===== config.mk =====
export PLATFORM = sky130hd
export DESIGN_NAME = axis_router
export DESIGN_NICKNAME = d
export VERILOG_FILES = /design/src/rtl/axis_router.sv
export SDC_FILE = /design/constraint.sdc
export NUM_CORES = 2
export LEC_CHECK = 0
export ABC_AREA = 1
export CORE_AREA = 2 2 606 608
export DETAILED_ROUTE_END_ITERATION = 10
export DIE_AREA = 0 0 608 610
export GPL_ROUTABILITY_DRIVEN = 0
export PLACE_DENSITY = 0.5
export SYNTH_ARGS = -nofsm -noshare
export SYNTH_HDL_FRONTEND = slang
export SYNTH_SLANG_ARGS = --single-unit

===== constraint.sdc =====
create_clock -name clk -period 105.5 [get_ports clk]
set_input_delay 15.825 -clock clk [delete_from_list [all_inputs] [get_ports clk]]
set_output_delay 15.825 -clock clk [all_outputs]
set_load 0.01 [all_outputs]

===== src/rtl/axis_router.sv =====
// rtl/axis_router.sv - 1-to-2 AXI-Stream router with sticky TDEST route and registered skid outputs

module axis_router_fifo #(
    parameter int DATA_WIDTH = 512
) (
    input  logic                  clk,
    input  logic                  reset,
    input  logic [DATA_WIDTH-1:0] in_data,
    input  logic                  push,
    output logic                  full,
    output logic [DATA_WIDTH-1:0] out_data,
    output logic                  out_valid,
    input  logic                  out_ready
);

    logic [DATA_WIDTH-1:0] skid_data;
    logic                  skid_valid;
    logic                  pop;

    // The head register drives the output directly; the skid register holds the second entry.
    assign pop  = out_valid && out_ready;
    assign full = skid_valid;

    // Two-entry storage; a push is never presented while full, so a full FIFO only drains.
    always_ff @(posedge clk or posedge reset) begin
        if (reset) begin
            out_data   <= '0;
            out_valid  <= 1'b0;
            skid_data  <= '0;
            skid_valid <= 1'b0;
        end else if (skid_valid) begin
            if (pop) begin
                out_data   <= skid_data;
                skid_valid <= 1'b0;
            end
        end else if (out_valid) begin
            if (push && pop) begin
                out_data <= in_data;
            end else if (push) begin
                skid_data  <= in_data;
                skid_valid <= 1'b1;
            end else if (pop) begin
                out_valid <= 1'b0;
            end
        end else if (push) begin
            out_data  <= in_data;
            out_valid <= 1'b1;
        end
    end

endmodule

module axis_router #(
    parameter int DATA_WIDTH   = 512,
    parameter int IDLE_TIMEOUT = 1024
) (
    input  logic                  clk,
    input  logic                  reset,
    input  logic [DATA_WIDTH-1:0] AXIS_IN_TDATA,
    input  logic                  AXIS_IN_TDEST,
    input  logic                  AXIS_IN_TVALID,
    output logic                  AXIS_IN_TREADY,
    output logic [DATA_WIDTH-1:0] AXIS_OUT1_TDATA,
    output logic                  AXIS_OUT1_TVALID,
    input  logic                  AXIS_OUT1_TREADY,
    output logic [DATA_WIDTH-1:0] AXIS_OUT2_TDATA,
    output logic                  AXIS_OUT2_TVALID,
    input  logic                  AXIS_OUT2_TREADY,
    output logic [1:0]            ROUTE
);

    typedef enum logic {
        S_IDLE,
        S_ACTIVE
    } state_t;

    localparam logic [15:0] TIMEOUT = 16'(IDLE_TIMEOUT);

    state_t      state;
    logic        dest;
    logic [15:0] idle_cnt;
    logic [1:0]  route_q;
    logic        full1;
    logic        full2;
    logic        push1;
    logic        push2;

    // Ready depends only on registered state and FIFO occupancy, never on TVALID.
    assign AXIS_IN_TREADY = (state == S_ACTIVE) && !(dest ? full2 : full1);
    assign push1          = AXIS_IN_TVALID && AXIS_IN_TREADY && !dest;
    assign push2          = AXIS_IN_TVALID && AXIS_IN_TREADY && dest;
    assign ROUTE          = route_q;

    // Route FSM: latch TDEST when leaving IDLE, release after the idle counter reaches the timeout.
    always_ff @(posedge clk or posedge reset) begin
        if (reset) begin
            state    <= S_IDLE;
            dest     <= 1'b0;
            idle_cnt <= '0;
            route_q  <= 2'd0;
        end else begin
            case (state)
                S_IDLE: begin
                    if (AXIS_IN_TVALID) begin
                        dest     <= AXIS_IN_TDEST;
                        route_q  <= AXIS_IN_TDEST ? 2'd2 : 2'd1;
                        idle_cnt <= '0;
                        state    <= S_ACTIVE;
                    end
                end
                S_ACTIVE: begin
                    if (AXIS_IN_TVALID) begin
                        idle_cnt <= '0;
                    end else if (idle_cnt == TIMEOUT) begin
                        state   <= S_IDLE;
                        route_q <= 2'd0;
                    end else begin
                        idle_cnt <= idle_cnt + 16'd1;
                    end
                end
                default: begin
                    state   <= S_IDLE;
                    route_q <= 2'd0;
                end
            endcase
        end
    end

    axis_router_fifo #(.DATA_WIDTH(DATA_WIDTH)) u_fifo1 (
        .clk       (clk),
        .reset     (reset),
        .in_data   (AXIS_IN_TDATA),
        .push      (push1),
        .full      (full1),
        .out_data  (AXIS_OUT1_TDATA),
        .out_valid (AXIS_OUT1_TVALID),
        .out_ready (AXIS_OUT1_TREADY)
    );

    axis_router_fifo #(.DATA_WIDTH(DATA_WIDTH)) u_fifo2 (
        .clk       (clk),
        .reset     (reset),
        .in_data   (AXIS_IN_TDATA),
        .push      (push2),
        .full      (full2),
        .out_data  (AXIS_OUT2_TDATA),
        .out_valid (AXIS_OUT2_TVALID),
        .out_ready (AXIS_OUT2_TREADY)
    );

endmodule


==> results summary <==
The worst-case headroom to the max-slew limit is 0.259. The chip height is 610 µm. The required time of the critical path is 106,350 ps.

The overall power came out at 3.24 mW. The largest individual stage delay along the critical path comes from the cell sky130_fd_sc_hd__buf_4. The register bit total from synthesis came out at 2,072. STA classifies the critical path startpoint as a primary input. The actual slew at the worst max-slew pin came out at 1110 ps. The layout has 38,300 filler cells. The via count of the first global-routing pass came out at 65,100.

The total negative slack for setup checks came out at 0 ps. The count of final setup violators came out at 0. The detailed-route wire length per cell came out at 21.3 µm.

In this run the number of H-tree levels came out at 4. The per-instance average area after synthesis came out at 8.80 µm². The overall via count from detail_route came out at 69,400. Among all flip-flop cells after synthesis, the most frequent one is sky130_fd_sc_hd__dfrtp_1. The number of enable flip-flop cells after synthesis is 0. The final max-slew violation count came out at 0. By startpoint and endpoint, the worst setup path is classified as primary input to register.

The fraction of the mapped netlist area in compound gates is 0.182. By area, the combinational part of the netlist is dominated by compound AO/OA/AOI/OAI gates. After synthesis, the most frequently instantiated cells are 2,652 x sky130_fd_sc_hd__nand2_1, 2,072 x sky130_fd_sc_hd__dfrtp_1, 1,460 x sky130_fd_sc_hd__o21ai_0. Walking the worst path, the cells encountered are clkdlybuf4s50_1 -> nand3_1 -> o21ai_2 -> nand2_4 -> buf_4 -> buf_4 -> buf_4 -> buf_4 -> buf_4 -> buf_4 -> nand2_1 -> o21ai_1. The final cycle utilization of the critical path came out at 0.205. Setup repair after global routing left no endpoint under its margin.

The library cell used as clock root buffer is sky130_fd_sc_hd__clkbuf_16. IR analysis of the VDD net gives a maximum drop of 0.0148 mV. The total global routing overflow is 0. The arrival time of the worst setup path is 22,460 ps. Among all cell types in the netlist, the one instantiated most often is sky130_fd_sc_hd__nand2_1.

The gate count of the mapped netlist is 9,683. Buffers inserted to repair hold after CTS numbered 0. Of all cell types, the one taking the most synthesized area is sky130_fd_sc_hd__dfrtp_1. The number of nets with antenna violations after routing is 0. The largest incremental delay on the critical path came out at 840 ps. The buffer count from post-CTS setup fixing is 0. The count of unique library cells instantiated by Yosys is 25. Of all flip-flops after synthesis, the portion carrying an async set or reset was 1.00. The first detailed-routing pass ran for 6 iterations.

The setup slack at placement came out at 82,990 ps. The proportion of synthesized area in mux cells came out at 0. The post-synthesis simple-gate area fraction is 0.143. Clock skew on the completed layout was measured at 58.5 ps. The total number of yosys warnings is 0.

The power per cell area came out at 28.8 mW/mm². The post-detailed-route via-to-cell ratio came out at 4.36. Across every metal layer, demand over resource in global routing totals 0.177. The number of I/O pins came out at 1,547. The ratio of cells with drive above 1 in the final layout came out at 0.0438. Clock-pin slew was measured on the worst setup and hold paths at 60 ps. The later pin in the worst-skew pair is clocked with a latency of 930 ps. Setup slack on the critical path of the routed design comes to 83,900 ps. TritonCTS built the clock tree. The area share of the largest cell type after synthesis came out at 0.609.

The wire length of the first global-routing pass is 487,000 µm. The number of DRC markers in iteration 0 is 6,433. Of the total synthesized cell area, the portion taken by XOR and XNOR cells is 0.000103. After detailed routing, the total wire length is 340,000 µm. The number of buffers on the longest clock path came out at 4. The row count is 222. The classification of the worst-slack hold path is register to register.

The initial utilization of the core area, before any placement, comes to 0.234. The HPWL after detailed placement is 248,000 µm. The pin count of the biggest net entering global routing came out at 213.

The mapped cell area is 0.0852 mm². The share of the Yosys chip area taken by registers is 0.609. The worst setup path is captured at a register. Buffers inserted during clock tree synthesis total 238.

The cell seen most often among critical-path stages is sky130_fd_sc_hd__buf_4. The number of antenna violations at the first check in global routing came out at 57. The count of instances resized after the clock tree is built came out at 0.

The leakage power total is 51.7 nW. The total of buffers placed on input and output ports came out at 1,546. The total number of clock tree sinks came out at 2,072. The flow ran to the end, and the final reports show no timing, DRC or antenna violations.

The maximum fanout count along the critical path is 91. The die footprint came out at 0.371 mm². Of the total synthesized cell area, the portion taken by full adders, half adders and majority gates is 0.000294. The placeable core region came out at 0.364 mm². The horizontal die dimension came out at 608 µm. The synthesis-to-layout area growth came out at 32.0%. Subtracting the final worst setup slack from the clock period gives 21,600 ps.

The number of endpoints with negative hold slack in the final report came out at 0. The maximum achievable frequency came out at 0.0463 GHz. Ranked by total cell area, the synthesized netlist is headed by sky130_fd_sc_hd__dfrtp_1 61%, sky130_fd_sc_hd__nand2_1 12%, sky130_fd_sc_hd__o21ai_0 8.6%, sky130_fd_sc_hd__o21ai_1 6.5%, sky130_fd_sc_hd__a21oi_1 3.0%. The net count after synthesis is 10,200. The post-route DRC violation count is 0. The count of maximum capacitance violations came out at 0. In the final design database the tool counted 11,400 nets.
[path summary, 6_finish.rpt]
kind | startpoint | cells after the start | slack (ps) | to
max | AXIS_IN_TVALID | 12 | 83900 | u_fifo1.out_data[227]$_DFFE_PP0P_
min in group asynchronous | reset | 2 | 15460 | u_fifo2.out_data[181]$_DFFE_PP0P_
min reg2reg | ROUTE[0]$_DFFE_PP0P_ | 2 | 470 | ROUTE[0]$_DFFE_PP0P_
max reg2reg | u_fifo1.full$_DFF_PP0_ | 11 | 98190 | u_fifo1.out_data[227]$_DFFE_PP0P_
max in group asynchronous | reset | 8 | 84820 | u_fifo2.out_data[286]$_DFFE_PP0P_
min | ROUTE[0]$_DFFE_PP0P_ | 2 | 470 | ROUTE[0]$_DFFE_PP0P_
[flip-flops by register name, summed over array words and instances, names as in the netlist]
name,count
u_fifo1.skid_data,512
u_fifo2.full,1
idle_cnt,16
dest,1
u_fifo2.out_valid,1
state,1
ROUTE,2
u_fifo1.out_valid,1
u_fifo1.full,1
u_fifo2.out_data,512
u_fifo1.out_data,512
u_fifo2.skid_data,512
[cell usage in the layout, fill, tap and decap left out, types with 2 or more instances in the layout]
cell and n:
sky130_fd_sc_hd__inv_1 613, sky130_fd_sc_hd__inv_6 2, sky130_fd_sc_hd__clkinv_2 44, sky130_fd_sc_hd__inv_8 4, sky130_fd_sc_hd__clkbuf_8 50, sky130_fd_sc_hd__clkinv_4 6, sky130_fd_sc_hd__dfrtp_1 2071, sky130_fd_sc_hd__clkinvlp_4 8
sky130_fd_sc_hd__o21ai_2 3, sky130_fd_sc_hd__buf_12 14, sky130_fd_sc_hd__o21ai_0 1460, sky130_fd_sc_hd__nand4_1 8, sky130_fd_sc_hd__clkbuf_1 56, sky130_fd_sc_hd__clkinv_16 3, sky130_fd_sc_hd__nor2_1 539, sky130_fd_sc_hd__o21bai_1 2
sky130_fd_sc_hd__diode_2 24, sky130_fd_sc_hd__bufinv_16 23, sky130_fd_sc_hd__nand2_1 2651, sky130_fd_sc_hd__nand3_1 20, sky130_fd_sc_hd__clkbuf_16 241, sky130_fd_sc_hd__o21ai_1 1106, sky130_fd_sc_hd__clkdlybuf4s50_1 1546, sky130_fd_sc_hd__nor2_4 3
sky130_fd_sc_hd__a21oi_1 513, sky130_fd_sc_hd__ha_1 2, sky130_fd_sc_hd__buf_4 78
[critical path: cells and delay by family]
family	cells	cell delay (ps)
and+or+nand+nor	3	850
AOI/OAI and AO/OA	2	220
buffers and inverters	7	5210
[power by group]
group / internal (mW) / switching (mW) / total, mW
Combinational: 0.463 / 0.581 / 1.04
Clock: 0.511 / 0.353 / 0.864
Sequential: 1.12 / 0.204 / 1.33
Total: 2.10 / 1.14 / 3.24
[routing by layer]
| metal | part of all wire | vias up | track usage |
|---|---|---|---|
| li1 | - | 33900 | - |
| met1 | 0.41 | 33100 | 0.216 |
| met5 | 0.00087 | - | 0 |
| met4 | 0.049 | 46 | 0.0801 |
| met3 | 0.061 | 499 | 0.0398 |
| met2 | 0.48 | 1902 | 0.298 |
[cell type report]
type                    count  area (µm²)  area share
clock buffers             347        6930      0.0616
flip-flops and latches   2072       51900       0.461
clock inverters            88        1170      0.0104
inverters                 617        2350      0.0209
repair buffers           1638       16300       0.145
multi-input cells        6314       27700       0.246
diodes                     24        60.1    0.000534
well taps                4816        6030      0.0536
[stage by stage]
step           instance area, µm²  instances  hold slack (ps)   util
2_1_floorplan               85200       9683              448      -
3_3_place_gp               104000      15500              458  0.286
6_report                   112000      15900              474  0.309
4_1_cts                    112000      15900              481  0.308
3_5_place_dp               104000      15500              467  0.286
5_1_grt                    112000      15900              494  0.308
[logic make-up (layout without fill, tap and decap cells)]
kind of cell	count (synthesis)	after routing
xor+xnor	1	1
buf+inv	1297	2690
other cells	0	24
flops	2072	2072
simple gates	3225	3225
compound gates	3086	3086
fa+ha+maj	2	2
Note: power is estimated with default switching activity, not from simulation.
